===== src/rtl/rr_mux_n.sv =====
// N-channel arbitrating multiplexer with a registered output stage.
// Grants by fixed priority, round robin from a rotating pointer, or a forced channel index.
module rr_mux_n #(
    parameter int WIDTH    = 16,
    parameter int CHANNELS = 8,
    parameter int SEL_W    = 3
) (
    input  logic                      clk,
    input  logic                      rst_n,
    input  logic [CHANNELS*WIDTH-1:0] d,
    input  logic [CHANNELS-1:0]       in_valid,
    output logic [CHANNELS-1:0]       in_ready,
    input  logic [1:0]                mode,
    input  logic [SEL_W-1:0]          sel,
    output logic [WIDTH-1:0]          y,
    output logic                      y_valid,
    input  logic                      y_ready,
    output logic [SEL_W-1:0]          y_ch
);

    logic [WIDTH-1:0] y_q, y_d;
    logic             y_valid_q, y_valid_d;
    logic [SEL_W-1:0] y_ch_q, y_ch_d;
    logic [SEL_W-1:0] rr_ptr_q, rr_ptr_d;

    logic [SEL_W-1:0] grant_idx_s;
    logic             grant_any_s;
    logic             load_en_s;
    logic             accept_s;
    logic [WIDTH-1:0] sel_data_s;
    int               rr_idx_s;

    assign load_en_s = !y_valid_q || y_ready;
    assign accept_s  = grant_any_s && load_en_s;

    // Grant decision: depends only on requests, mode, sel and the round-robin pointer.
    always_comb begin
        grant_any_s = 1'b0;
        grant_idx_s = '0;
        rr_idx_s    = 0;
        case (mode)
            2'd1: begin
                // Walk upward from the pointer with wrap; the first requester wins.
                for (int k = 0; k < CHANNELS; k++) begin
                    rr_idx_s    = 32'(rr_ptr_q) + k;
                    rr_idx_s    = (rr_idx_s >= CHANNELS) ? rr_idx_s - CHANNELS : rr_idx_s;
                    grant_idx_s = (!grant_any_s && in_valid[rr_idx_s]) ? SEL_W'(rr_idx_s) : grant_idx_s;
                    grant_any_s = grant_any_s | in_valid[rr_idx_s];
                end
            end
            2'd2: begin
                grant_any_s = (32'(sel) < CHANNELS) && in_valid[sel];
                grant_idx_s = sel;
            end
            default: begin
                // Descending scan so the lowest-index requester is left standing.
                for (int k = CHANNELS - 1; k >= 0; k--) begin
                    grant_idx_s = in_valid[k] ? SEL_W'(k) : grant_idx_s;
                    grant_any_s = grant_any_s | in_valid[k];
                end
            end
        endcase
    end

    // One-hot accept toward the granted channel, suppressed under backpressure and reset.
    always_comb begin
        in_ready = '0;
        for (int i = 0; i < CHANNELS; i++) begin
            in_ready[i] = rst_n & load_en_s & grant_any_s & (grant_idx_s == SEL_W'(i));
        end
    end

    // Data mux for the granted channel.
    always_comb begin
        sel_data_s = '0;
        for (int i = 0; i < CHANNELS; i++) begin
            sel_data_s = (grant_idx_s == SEL_W'(i)) ? d[i*WIDTH +: WIDTH] : sel_data_s;
        end
    end

    // Next-state for the output register and the round-robin pointer.
    always_comb begin
        y_d       = y_q;
        y_valid_d = y_valid_q;
        y_ch_d    = y_ch_q;
        rr_ptr_d  = rr_ptr_q;
        if (accept_s) begin
            y_d       = sel_data_s;
            y_ch_d    = grant_idx_s;
            y_valid_d = 1'b1;
        end else if (load_en_s) begin
            y_valid_d = 1'b0;
        end else begin
            y_valid_d = y_valid_q;
        end
        if (accept_s && (mode == 2'd1)) begin
            rr_ptr_d = (grant_idx_s == SEL_W'(CHANNELS - 1)) ? '0 : grant_idx_s + SEL_W'(1);
        end else begin
            rr_ptr_d = rr_ptr_q;
        end
    end

    // State registers with asynchronous clear.
    always_ff @(posedge clk or negedge rst_n) begin
        if (!rst_n) begin
            y_q       <= '0;
            y_valid_q <= 1'b0;
            y_ch_q    <= '0;
            rr_ptr_q  <= '0;
        end else begin
            y_q       <= y_d;
            y_valid_q <= y_valid_d;
            y_ch_q    <= y_ch_d;
            rr_ptr_q  <= rr_ptr_d;
        end
    end

    assign y       = y_q;
    assign y_valid = y_valid_q;
    assign y_ch    = y_ch_q;

endmodule


===== config.mk =====
export PLATFORM = sky130hd
export DESIGN_NAME = rr_mux_n
export DESIGN_NICKNAME = d
export VERILOG_FILES = /design/src/rtl/rr_mux_n.sv
export SDC_FILE = /design/constraint.sdc
export NUM_CORES = 1
export LEC_CHECK = 0
export CAP_MARGIN = 20
export CORE_MARGIN = 5
export CORE_UTILIZATION = 30
export CTS_BUF_LIST = sky130_fd_sc_hd__clkbuf_8
export DETAILED_ROUTE_END_ITERATION = 10
export PLACE_DENSITY_LB_ADDON = 0.3
export SLEW_MARGIN = 0
export SYNTH_ARGS = -nofsm -noshare
export SYNTH_HDL_FRONTEND = slang
export SYNTH_SLANG_ARGS = --single-unit

===== constraint.sdc =====
create_clock -name clk -period 14.4 [get_ports clk]
set_clock_uncertainty 0.2 [all_clocks]
set_input_delay 2.16 -clock clk [delete_from_list [all_inputs] [get_ports clk]]
set_output_delay 2.16 -clock clk [all_outputs]
set_load 0.005 [all_outputs]

==> impl_metrics.ini, run 1 <==
[logic_synthesis]
yosys_warnings = 0
synth-seq-cells = 23
seq_area_frac_synth_pct = 16.08
synth_cell_types = 56
netlist_instances = 449
syn_nets = 601
syn-cell-area_um2 = 3578
synth_top_area_cell = dfrtp_1
synth-edff-count = 0
syn_area_per_cell_um2 = 7.970
synthFlopType = dfrtp_1
yosys.area.top_type_share_pct = 16.08
yosysMostFrequentCell = a21oi_1
synth_common_cells = a21oi_1, inv_1, nor2_1, clkbuf_1, nand2_1
ys_async_sr_fraction_pct = 100.0
synth_area_leaders = dfrtp_1, mux4_2, a21oi_1, inv_1, nand2b_1

[clocking]
cts_sinks = 23
cts_root_buffer = clkbuf_8
clock_path_buffers = 2
numCtsBuffers = 3
cts_tree = done
postCtsSetupRepairBufs = 0
clkTransAtPathRegs_ns = 0.09
hold_buffers = 0
insertion_delay_ns = 0.27
post_cts_resized = 0
cts-htree-levels = 1

[sta]
min_period_over_period_pct = 61.24
tns_ns = 0
tightest_slew_ns = 1.001
finalSetupViolCount = 0
grt_setup_unrepaired = false
hold_viol = 0
finalMaxSlewViolations = 0
period_minus_slack_ns = 8.818
slew_headroom_pct = 33.13
postLayoutSetupSlackWorst_ns = 5.582
fmax_ghz = 0.1134

[grt]
grt_max_degree = 48
antenna_found_initial = 0
grt_pass1_wl_mm = 22.75
grt_overflow = 0
grt_usage_pct = 19.41
grt_pass1_vias = 4298

[die]
io_pins = 172
coreArea_um2 = 11560
die_area_um2 = 14210
initial_core_util_pct = 30.94
die_w_um = 119.2
die_h_um = 119.2
rows = 39

[routing]
wl_per_cell_um = 19.78
drt_first_pass_iters = 5
wl_met3_um = 967
detail-route-antenna-nets = 0
dr_wl_met2_mm = 7.240
drc = 0
routed.top_layer = met4
drt_iter0_markers = 318
dr_total_vias = 4241
drt-total-wl_mm = 14.50
met1_length_mm = 5.892
viasPerCell = 5.786

[cells_and_area]
area_growth_pct = 50.28
register_area_um2 = 575.6
fill_cells = 1152
multi_input_comb_area_um2 = 2659
final_layout_size_suffix_gt1_share_pct = 6.610
diodes = 0
fin_nets = 743

[placed_design]
numPortBuffers = 171
gp_congestion = 0.8894
dp_hpwl_mm = 11.56
place_ws_ns = 5.122

[power]
max-vdd-ir-drop_uv = 49.36
p_leak_nw = 2.030
power_density_nw_per_um2 = 132.6

[worst_setup_path]
path_buf_inv = 3
crit_arrival_ns = 6.46
cpMostUsedCell = clkdlybuf4s50_1
path_max_fanout = 14
critPathRequiredTime_ns = 12.04
crit_type = input port to output pin
cp-start-kind = input port
endpoint_kind = output pin
crit_family = buffers and inverters
crit_chain = clkdlybuf4s50_1 > mux2i_1 > mux4_1 > a32oi_4 > nor3_2 > a221o_1 > a31oi_4 > ha_1 > inv_1 > nor3_1 > clkdlybuf4s50_1
slowest_stage = clkdlybuf4s50_1
max_stage_delay_ns = 0.70

[job]
cap_violations = 0

[status]
status = finished clean

[min_path]
hold_class = flip-flop to flip-flop
[state kept, by name, summed over array words and instances (netlist names)]
signal / flops
y_ch: 3
rr_ptr_q: 3
y_valid: 1
y: 16
[layout by cell type, fill, tap and decap left out, types with 5 or more instances in the layout]
cell and n:
a211oi_1 9, a21oi_1 50, a221o_1 13, a221oi_1 13, a22oi_1 5, a311oi_1 11, a32o_1 6, and2_1 14
buf_4 7, clkdlybuf4s50_1 171, dfrtp_1 23, ha_1 8, inv_1 37, mux2_2 6, mux2i_1 13, mux4_1 5
mux4_2 12, nand2_1 25, nand2b_1 22, nor2_1 30, nor2b_1 6, nor3_1 9, o2111ai_1 6, o21ai_0 12
o221ai_1 12, o22ai_1 15
[report_power, final]
part	switching (mW)	total (mW)	internal (mW)
registers	0.0334	0.122	0.0888
logic	0.286	0.548	0.262
clock network	0.0238	0.0431	0.0194
total	0.343	0.713	0.370
[worst reg2reg max path, delay by kind of cell (launching register included)]
| kind | cells | cell delay (ns) |
|---|---|---|
| and+or+nand+nor | 4 | 1.83 |
| AOI/OAI and AO/OA | 4 | 0.81 |
| muxes | 2 | 0.98 |
| adders and majority gates | 2 | 0.82 |
| buffers and inverters | 4 | 0.89 |
| DFF | 1 | 0.86 |
[layer usage]
layer | GRT usage (%) | vias to the layer above
met2 | 33.27 | 194
li1 | - | 2017
met1 | 25.11 | 2008
met3 | 3.081 | 22
met5 | 0 | -
met4 | 5.865 | 0
[cell families after synthesis]
logic type	after synthesis	share of synthesized area, %
buffers and inverters	80	9.615
AOI/OAI and AO/OA	174	35.91
muxes	36	16.75
DFF	23	16.08
xor gates and xnor gates	3	0.7344
adders and majority gates	8	2.797
and+or+nand+nor	125	18.11
[cell type report]
type	instances	area share (%)
multi-input combinational	346	49.44
tap	143	3.327
sequential	23	10.70
clock buffer	3	0.7678
inverter	38	2.652
timing repair buffer	179	33.02
clock inverter	1	0.09307
[path summary, 6_finish.rpt]
| kind | start | to | slack (ns) | depth (start not counted) |
|---|---|---|---|---|
| worst max-delay path | in_valid[5] | in_ready[1] | 5.58 | 11 |
| worst min-delay path | y_ch[0] | y_ch[0] | 0.29 | 2 |
| worst max register to register | rr_ptr_q[0] | y[2] | 7.95 | 16 |
| worst min register to register | y_ch[0] | y_ch[0] | 0.29 | 2 |
| max in group asynchronous | rst_n | y[2] | 11.68 | 2 |
| min in group asynchronous | rst_n | y[13] | 2.05 | 2 |
[stage by stage]
stage	hold WS, ns	cells	total power, mW	cell area [um2]	util, %
final	0.2922	733	0.7130	5378	46.50
after detailed placement	0.2750	728	0.6633	5320	46.00
after global routing	0.3344	733	0.7675	5378	46.50
after CTS	0.2969	732	0.7090	5366	46.40
after floorplan	0.2733	449	0.4885	3578	-
after global placement	0.2657	728	0.6578	5320	46.00
(Power assumes the default switching activity.)
==> inputs of run 2 (changes only) <==
==> constraint.sdc (replaced) <==
create_clock -name clk -period 8.35 [get_ports clk]
set_clock_uncertainty 0.2 [all_clocks]
set_input_delay 1.2525 -clock clk [delete_from_list [all_inputs] [get_ports clk]]
set_output_delay 1.2525 -clock clk [all_outputs]
set_load 0.005 [all_outputs]
==> impl_metrics.ini, run 2 (synthesized netlist as in run 1, its figures left out) <==
[clocking]
clock_path_buffers = 2
post_cts_resized = 0
hold_buffers = 0
clkTransAtPathRegs_ns = 0.10
cts_root_buffer = clkbuf_8
insertion_delay_ns = 0.27
cts-htree-levels = 1
postCtsSetupRepairBufs = 0
cts_sinks = 23
cts_tree = done
numCtsBuffers = 3

[routing]
wl_per_cell_um = 19.88
dr_total_vias = 4286
drt-total-wl_mm = 14.61
drc = 0
drt_iter0_markers = 346
viasPerCell = 5.831
detail-route-antenna-nets = 0
drt_first_pass_iters = 7

[placed_design]
dp_hpwl_mm = 11.81
numPortBuffers = 171
gp_congestion = 0.8753
place_ws_ns = 1.620

[worst_setup_path]
critPathRequiredTime_ns = 6.90
path_buf_inv = 5
crit_arrival_ns = 5.33
max_stage_delay_ns = 0.61
crit_chain = clkdlybuf4s50_1 > mux4_2 > mux2_2 > nand2b_1 > nor3_2 > a221o_1 > a31oi_4 > inv_1 > ha_1 > buf_4 > inv_1 > nor3_1 > clkdlybuf4s50_1
crit_family = buffers and inverters
path_max_fanout = 47
crit_type = input port to output pin
cp-start-kind = input port
slowest_stage = clkdlybuf4s50_1
endpoint_kind = output pin

[sta]
tightest_slew_ns = 1.011
finalSetupViolCount = 0
hold_viol = 0
tns_ns = 0
slew_headroom_pct = 32.48
postLayoutSetupSlackWorst_ns = 1.564
finalMaxSlewViolations = 0
grt_setup_unrepaired = false
min_period_over_period_pct = 81.27
fmax_ghz = 0.1474
fin_hold_ws_ns = 0.2897
period_minus_slack_ns = 6.786

[cells_and_area]
fin_nets = 745
area_growth_pct = 50.59
largest_register_ff_count = 16
final_cell_mix = clkdlybuf4s50_1, a21oi_1, inv_1, nor2_1, nand2_1
final_common_cell = clkdlybuf4s50_1
final_layout_size_suffix_gt1_share_pct = 6.926
diodes = 0

[power]
power_density_nw_per_um2 = 228.5
p_leak_nw = 2.039
power_mw = 1.231
max-vdd-ir-drop_uv = 93.06

[grt]
grt_usage_pct = 19.69
grt_pass1_wl_mm = 22.97
grt_pass1_vias = 4375
grt_overflow = 0
antenna_found_initial = 0
grt_max_degree = 48

[die]
die_w_um = 119.2
coreArea_um2 = 11560
rows = 39
die_h_um = 119.2
initial_core_util_pct = 30.94
io_pins = 172
die_area_um2 = 14210

[job]
cap_violations = 0

[status]
status = finished clean

[min_path]
hold_class = flip-flop to flip-flop
[run 2: worst paths after layout]
kind / startpoint / endpoint / cells past startpoint / slack, ns
setup / recovery: in_valid[5] / in_ready[6] / 13 / 1.56
hold / removal: y_ch[2] / y_ch[2] / 2 / 0.29
setup reg to reg: rr_ptr_q[1] / y[4] / 16 / 2.52
hold reg to reg: y_ch[2] / y_ch[2] / 2 / 0.29
max in group asynchronous: rst_n / y[4] / 2 / 6.24
min in group asynchronous: rst_n / y[1] / 1 / 1.06
[run 2: worst register-to-register path: cells and delay by family, from the launching register on]
family	cells	cell delay, ns
AO/OA/AOI/OAI	4	0.82
adder cells (fa/ha/maj)	2	0.82
buffers and inverters	4	0.79
flip-flops	1	0.35
multiplexers	2	0.96
AND/OR/NAND/NOR	4	1.82
[run 2: power by group]
part	total, mW	switching [mW]	internal [mW]	leakage (nW)
combinational	0.972	0.517	0.455	1.74
sequential	0.186	0.0322	0.154	0.272
clock	0.0736	0.0402	0.0334	0.0255
total	1.23	0.590	0.642	2.04
[run 2: cell type report]
class | count | area, um2
multi-input cells | 346 | 2659
inverters | 38 | 142.6
flip-flops and latches | 23 | 575.6
clock buffers | 3 | 41.29
clock inverters | 1 | 5.005
well taps | 143 | 178.9
repair buffers | 181 | 1787
fillers | 1088 | 6176
[run 2: metrics by stage]
stage | util (%) | area (um2) | instances
5_1_grt | 46.60 | 5389 | 735
3_3_place_gp | 46.20 | 5343 | 731
3_5_place_dp | 46.20 | 5343 | 731
6_report | 46.60 | 5389 | 735
4_1_cts | 46.60 | 5389 | 735
2_1_floorplan | - | 3578 | 449
[run 2: layer usage]
| layer | share of wire, % | track usage, % | up-vias |
|---|---|---|---|
| li1 | - | - | 2030 |
| met1 | 41 | 25.09 | 1978 |
| met2 | 47 | 32.71 | 236 |
| met3 | 7.4 | 3.460 | 42 |
| met4 | 4.7 | 8.545 | 0 |
| met5 | 0 | 0 | - |
